`src/rtl/oled_arb_pkg.sv`:
```
// Shared types and constants for the frame-synchronous OLED pixel-stream arbiter.
// Holds the display geometry, colour constants and the round-robin index helper.
package oled_arb_pkg;

  localparam int OLED_W      = 96;
  localparam int OLED_H      = 64;
  localparam int OLED_PIXELS = OLED_W * OLED_H;

  localparam logic [15:0] COL_BLACK = 16'h0000;
  localparam logic [15:0] COL_WHITE = 16'hFFFF;

  typedef enum logic [1:0] {
    IDLE  = 2'd0,
    OWN   = 2'd1,
    BLANK = 2'd2
  } arb_state_t;

  // Next requester index after idx, wrapping at n (n is at most 8).
  function automatic logic [2:0] rr_inc(input logic [2:0] idx, input int unsigned n);
    logic [3:0] nxt;
    nxt = {1'b0, idx} + 4'd1;
    if (nxt >= 4'(n)) begin
      rr_inc = 3'd0;
    end else begin
      rr_inc = nxt[2:0];
    end
  endfunction

endpackage

```
`src/rtl/oled_rr_pick.sv`:
```
// Combinational round-robin picker: first set req bit at or after start, wrapping,
// optionally skipping one index (the current owner).
module oled_rr_pick
  import oled_arb_pkg::*;
#(
  parameter int N_REQ = 5
) (
  input  logic [N_REQ-1:0] req,
  input  logic [2:0]       start,
  input  logic             exclude_en,
  input  logic [2:0]       exclude_idx,
  output logic             found,
  output logic [2:0]       idx
);

  // Scan all N_REQ candidates in priority order from start.
  always_comb begin
    logic [2:0] cand;
    found = 1'b0;
    idx   = 3'd0;
    cand  = start;
    for (int k = 0; k < N_REQ; k++) begin
      if (!found && req[cand] && !(exclude_en && (cand == exclude_idx))) begin
        found = 1'b1;
        idx   = cand;
      end else begin
        found = found;
      end
      cand = rr_inc(cand, N_REQ);
    end
  end

endmodule

```
`src/rtl/oled_frame_arbiter.sv`:
```
// Frame-synchronous round-robin arbiter sharing the OLED pixel stream between sources.
// Optional feature: define OLED_ARB_BLANK_EN to insert one blank frame between owners.
module oled_frame_arbiter
  import oled_arb_pkg::*;
#(
  parameter int          N_REQ       = 5,
  parameter int          MIN_FRAMES  = 4,
  parameter logic [15:0] IDLE_COLOUR = 16'h0000
) (
  input  logic                 clk,
  input  logic                 reset,
  input  logic                 frame_begin,
  input  logic [12:0]          pixel_index,
  input  logic [N_REQ-1:0]     req,
  input  logic [16*N_REQ-1:0]  pixel_in,
  output logic [15:0]          pixel_data,
  output logic [N_REQ-1:0]     grant,
  output logic [2:0]           owner_id,
  output logic                 busy
);

  localparam logic [7:0] HOLD_RELOAD = 8'(MIN_FRAMES - 1);
  localparam logic [2:0] LAST_RESET  = 3'(N_REQ - 1);

  arb_state_t       state_r, state_s;
  logic [2:0]       owner_r, owner_s;
  logic [7:0]       hold_r, hold_s;
  logic [2:0]       last_r, last_s;
  logic [N_REQ-1:0] grant_r, grant_s;
  logic [2:0]       owner_id_r, owner_id_s;
  logic             busy_r, busy_s;

  logic             frame_s;
  logic             switch_s;
  logic [2:0]       pick_start_s;
  logic             pick_excl_s;
  logic             pick_found_s;
  logic [2:0]       pick_idx_s;

  // A frame start only counts while the driver reports an on-screen pixel index.
  assign frame_s = frame_begin && (pixel_index < 13'(OLED_PIXELS));

  // From IDLE the scan starts after the last owner; in OWN after the owner, skipping it.
  always_comb begin
    if (state_r == OWN) begin
      pick_start_s = rr_inc(owner_r, N_REQ);
      pick_excl_s  = 1'b1;
    end else begin
      pick_start_s = rr_inc(last_r, N_REQ);
      pick_excl_s  = 1'b0;
    end
  end

  oled_rr_pick #(
    .N_REQ (N_REQ)
  ) u_pick (
    .req         (req),
    .start       (pick_start_s),
    .exclude_en  (pick_excl_s),
    .exclude_idx (owner_r),
    .found       (pick_found_s),
    .idx         (pick_idx_s)
  );

  // Next-state logic; everything holds except on a qualified frame start.
  always_comb begin
    state_s  = state_r;
    owner_s  = owner_r;
    hold_s   = hold_r;
    last_s   = last_r;
    switch_s = 1'b0;
    if (frame_s) begin
      case (state_r)
        IDLE: begin
          if (pick_found_s) begin
            state_s = OWN;
            owner_s = pick_idx_s;
            hold_s  = HOLD_RELOAD;
            last_s  = pick_idx_s;
          end else begin
            state_s = IDLE;
          end
        end
        OWN: begin
          if (!req[owner_r]) begin
            if (pick_found_s) begin
              switch_s = 1'b1;
            end else begin
              state_s = IDLE;
              hold_s  = 8'd0;
            end
          end else if (hold_r != 8'd0) begin
            hold_s = hold_r - 8'd1;
          end else if (pick_found_s) begin
            switch_s = 1'b1;
          end else begin
            hold_s = 8'd0;
          end
        end
`ifdef OLED_ARB_BLANK_EN
        BLANK: begin
          // The winner was fixed on entry; it only has to still be asking.
          if (req[owner_r]) begin
            state_s = OWN;
            hold_s  = HOLD_RELOAD;
            last_s  = owner_r;
          end else begin
            state_s = IDLE;
            hold_s  = 8'd0;
          end
        end
`endif
        default: begin
          state_s = IDLE;
          hold_s  = 8'd0;
        end
      endcase

      if (switch_s) begin
`ifdef OLED_ARB_BLANK_EN
        state_s = BLANK;
        owner_s = pick_idx_s;
        hold_s  = 8'd0;
`else
        state_s = OWN;
        owner_s = pick_idx_s;
        hold_s  = HOLD_RELOAD;
        last_s  = pick_idx_s;
`endif
      end else begin
        owner_s = owner_s;
      end
    end else begin
      state_s = state_r;
    end
  end

  // Output values that the next state implies, so the registered outputs line up with it.
  always_comb begin
    grant_s    = '0;
    owner_id_s = 3'd0;
    busy_s     = (state_s != IDLE);
    if (state_s == OWN) begin
      grant_s[owner_s] = 1'b1;
      owner_id_s       = owner_s;
    end else begin
      owner_id_s = 3'd0;
    end
  end

  // State and output registers, cleared asynchronously.
  always_ff @(posedge clk or posedge reset) begin
    if (reset) begin
      state_r    <= IDLE;
      owner_r    <= 3'd0;
      hold_r     <= 8'd0;
      last_r     <= LAST_RESET;
      grant_r    <= '0;
      owner_id_r <= 3'd0;
      busy_r     <= 1'b0;
    end else begin
      state_r    <= state_s;
      owner_r    <= owner_s;
      hold_r     <= hold_s;
      last_r     <= last_s;
      grant_r    <= grant_s;
      owner_id_r <= owner_id_s;
      busy_r     <= busy_s;
    end
  end

  // Pixel mux is combinational from registered state so no pixel latency is added.
  always_comb begin
    pixel_data = IDLE_COLOUR;
    if (state_r == OWN) begin
      for (int i = 0; i < N_REQ; i++) begin
        if (owner_r == 3'(i)) begin
          pixel_data = pixel_in[16*i +: 16];
        end else begin
          pixel_data = pixel_data;
        end
      end
    end else begin
      pixel_data = IDLE_COLOUR;
    end
  end

  assign grant    = grant_r;
  assign owner_id = owner_id_r;
  assign busy     = busy_r;

endmodule
```
`config.mk`:
```
export PLATFORM = sky130hd
export DESIGN_NAME = oled_frame_arbiter
export DESIGN_NICKNAME = d
export VERILOG_FILES = /design/src/rtl/oled_arb_pkg.sv /design/src/rtl/oled_rr_pick.sv /design/src/rtl/oled_frame_arbiter.sv
export SDC_FILE = /design/constraint.sdc
export NUM_CORES = 1
export LEC_CHECK = 0
export ABC_CLOCK_PERIOD_IN_PS = 14280
export CORE_ASPECT_RATIO = 1.5
export CORE_UTILIZATION = 48
export CTS_CLUSTER_SIZE = 12
export DETAILED_ROUTE_END_ITERATION = 16
export PLACE_DENSITY_LB_ADDON = 0.08
export SLEW_MARGIN = 20
export SYNTH_ARGS = -nofsm -noshare
export SYNTH_HDL_FRONTEND = slang
export SYNTH_HIERARCHICAL = 1
export SYNTH_SLANG_ARGS = --single-unit
```
`constraint.sdc`:
```
create_clock -name clk -period 14.28 [get_ports clk]
set_input_delay 2.856 -clock clk [delete_from_list [all_inputs] [get_ports clk]]
set_output_delay 2.856 -clock clk [all_outputs]
set_load 0.02 [all_outputs]
```
==> summary.txt <==
Outcome
  • Status: finished clean

Setup path
  • CP max FO: 1
  • Buf/Inv on CP: 2
  • CP Class: in2out
  • Setup crit end kind: output port
  • Critical Path AT: between 4 and 5 ns
  • CP max stage cell: clkdlybuf4s50_1
  • Worst-path cell chain: clkdlybuf4s50_1 -> and3b_1 -> a21oi_1 -> o21ai_0 -> a221oi_1 -> nor2_1 -> clkdlybuf4s50_1
  • Max incr delay on CP: 0.62 ns
  • Startpoint Class: input pin
  • Required @ worst endpoint: roughly 11 ns
  • Most used cell along the critical path: clkdlybuf4s50_1
  • Delay-heaviest family, CP: buffers and inverters

CTS
  • Post-CTS Hold Buffers: 0
  • Setup Buffers After CTS: 0
  • Longest Clk Path Bufs: 2
  • Worst skew pair latency: roughly 0.27 ns
  • Post-CTS sizing: 0
  • Clock Sinks: 25
  • Total CTS buffers: 3
  • Worst-path clk slew: ~0.08 ns
  • Root Buffer: clkbuf_8
  • Htree depth: 1
  • TritonCTS clock tree: built

Placement
  • # port buffers: roughly 110
  • Detailed Place HPWL: between 7 and 8 mm
  • Routability cong.: 0.874

Drt
  • Final WL: just over 10 mm
  • Via/cell ratio: around 6.2
  • Average routed wire per standard cell: 17.5 µm
  • DR WL met2: ~5.4 mm
  • Met3 wire len: approximately 560 µm
  • ANT nets after route: 0
  • DRC viols: 0
  • Uppermost routed layer: met4
  • First DRT Iteration DRCs: 185
  • DRT met1 WL: a little under 4 mm
  • Vias: 3636
  • Drt pass-1 iters: 5

GRT
  • Initial antenna violation count: 0
  • Largest net degree at the start of global routing: 33
  • First-pass GRT wire length: 15.9 mm
  • All-Layer GR Usage: 0.300
  • Vias in the first global route: about 3500
  • Overflow after GRT: 0

Timing
  • Final Hold Slack: 0.512 ns
  • Post-Route Skew: approximately 0.0022 ns
  • Slew HR: 0.304
  • RSZ-0062 raised after global routing: no
  • Final TNS setup: 0 ns
  • Endpoints failing hold: 0
  • Tcrit/Tclk final: 0.526
  • Post-layout minimum cycle time: 7.51 ns
  • Slew Limit Fails: 0
  • Maximum clock frequency: 133 MHz
  • Setup-failing EPs final: 0
  • Pin slew with the least headroom to its limit: 1.04 ns

Logic synthesis
  • Synth Area in XOR/XNOR: 0.0361
  • Async set-reset flop share out of synthesis: 1.00
  • Sequential area share after synthesis: 0.198
  • Yosys warns: 6
  • Yosys reg bits: 25
  • Synthesized cell area: 3160 µm²
  • Synthesized instance count: 420
  • Yosys cell types: 69
  • Multiplexer share of the synthesized area: 0.0313
  • Synthesized area per cell: 7.52 µm²
  • Post-Synth Adder-Cell Area: 0.0634
  • Syn_nets: 537
  • Synth Area in Compound Gates: 0.342
  • Largest family of logic cells by synthesized area: compound AO/OA/AOI/OAI gates
  • Post-Synth Simple-Gate Area: 0.268
  • Post-synth EDFFs: 0
  • Main synth FF type: dfrtp_1

Final layout
  • # fillers: approximately 530
  • Nets: 631
  • Most frequent cells in the layout: clkdlybuf4s50_1, o21ai_0, nand2_1
  • Share of cells above drive strength 1: 0.0546
  • P&R area growth vs syn: 37.8%
  • Commonest non-fill, non-tap cell in the layout: clkdlybuf4s50_1
  • Diode count: 0

Floorplan
  • Starting density of the core: 0.504
  • Core Area: 6260 µm²
  • Die H: 101 µm
  • Die Wd: 68.2 µm
  • I/O pins: between 100 and 150
  • Rows: 35
  • Die area: 6910 µm²

Run
  • Max_cap viols: 0

Min path
  • Hold crit path type: reg2reg
metal layers:
metal / GRT usage / up-vias
met1: 0.326 / 1701
met2: 0.553 / 141
li1: - / 1756
met5: 0 / -
met4: 0.147 / 0
met3: 0.0315 / 38
cells by family (layout without fill, tap and decap cells):
group,after synthesis,count (layout)
AO/OA/AOI/OAI,155,155
AND/OR/NAND/NOR,153,153
buffers and inverters,50,143
flip-flops,25,25
adder cells (fa/ha/maj),16,16
XOR/XNOR,13,13
multiplexers,8,8
state kept, by name (all words and copies together), names as in the netlist:
register and count:
hold_r 8, owner_id 3, grant 5, owner_r 3, last_r 3, state_r 2
busy 1
per-stage QoR:
stage               setup slack, ns  utilization  instance area, µm²  instances
floorplan                      7.84            -                3160        420
global placement               6.76        0.688                4310        583
detailed placement             6.74        0.688                4310        583
CTS                            6.74        0.695                4350        587
global route                   6.41        0.695                4350        587
finish                         6.77        0.695                4350        587
cell type report:
| cell class | count | area (µm²) | area share |
|---|---|---|---|
| Sequential cell | 25 | 627 | 0.144 |
| Clock buffer | 4 | 45.0 | 0.0104 |
| Multi-Input combinational cell | 345 | 2340 | 0.538 |
| Timing Repair Buffer | 117 | 1160 | 0.267 |
| Tap cell | 74 | 92.6 | 0.0213 |
| Inverter | 22 | 82.6 | 0.0190 |
worst register-to-register path, cell delays in order (launching register included):
cell      delay, ns
dfrtp_1        0.64
inv_1          0.31
ha_1           0.59
nor2b_1        0.11
o21ai_0        0.24
a31oi_1        0.09
nand2_1        0.11
o21ai_0        0.31
ha_1           0.39
nor2b_1        0.61
nor3_2         0.16
ha_1           0.40
nand2_1        0.13
inv_1          0.05
ha_1           0.28
nor2b_1        0.36
ha_1           0.33
nor3_1         0.20
a21oi_1        0.06
or3_1          0.32
o211ai_2       0.10
nand3_1        0.27
inv_1          0.18
nand2_1        0.08
o311ai_2       0.57
nor4_1         0.10
mux2_2         0.29
cells in the mapped netlist (4+ instances only):
cell      instances  share of area
nand2_1          38          0.045
a221oi_1         17          0.047
nor2b_1          10          0.020
o31ai_1           4         0.0095
xor2_1            4          0.011
dfrtp_1          24           0.19
o21ai_0          52          0.082
and3b_1          16          0.044
inv_1            21          0.025
nor3_1            6         0.0095
mux2_2            5          0.018
nand3_1          13          0.021
nand2b_1          4         0.0079
nor2_1           33          0.039
ha_1             16          0.063
a22o_1            4          0.011
and2_1            4         0.0079
a31oi_1           4         0.0079
xnor2_1           9          0.025
nand4_1           5         0.0099
a21o_1            6          0.014
a21oi_1          32          0.051
clkbuf_1         23          0.027
final timing paths:
path                       slack (ns)               endpoint                   from  cells after the start
setup reg to reg                 6.92     grant[2]$_DFF_PP0_   owner_r[1]$_DFF_PP0_                     26
max in group asynchronous       10.63     grant[3]$_DFF_PP0_                  reset                      2
hold / removal                   0.51  last_r[2]$_DFFE_PP1P_  last_r[2]$_DFFE_PP1P_                      2
min in group asynchronous        3.08  owner_id[0]$_DFF_PP0_                  reset                      2
hold reg to reg                  0.51  last_r[2]$_DFFE_PP1P_  last_r[2]$_DFFE_PP1P_                      2
setup / recovery                 6.77         pixel_data[14]           pixel_in[14]                      7
Power is not shown: default switching activity piles up to over one toggle a cycle in this logic, so the estimate is an artifact.
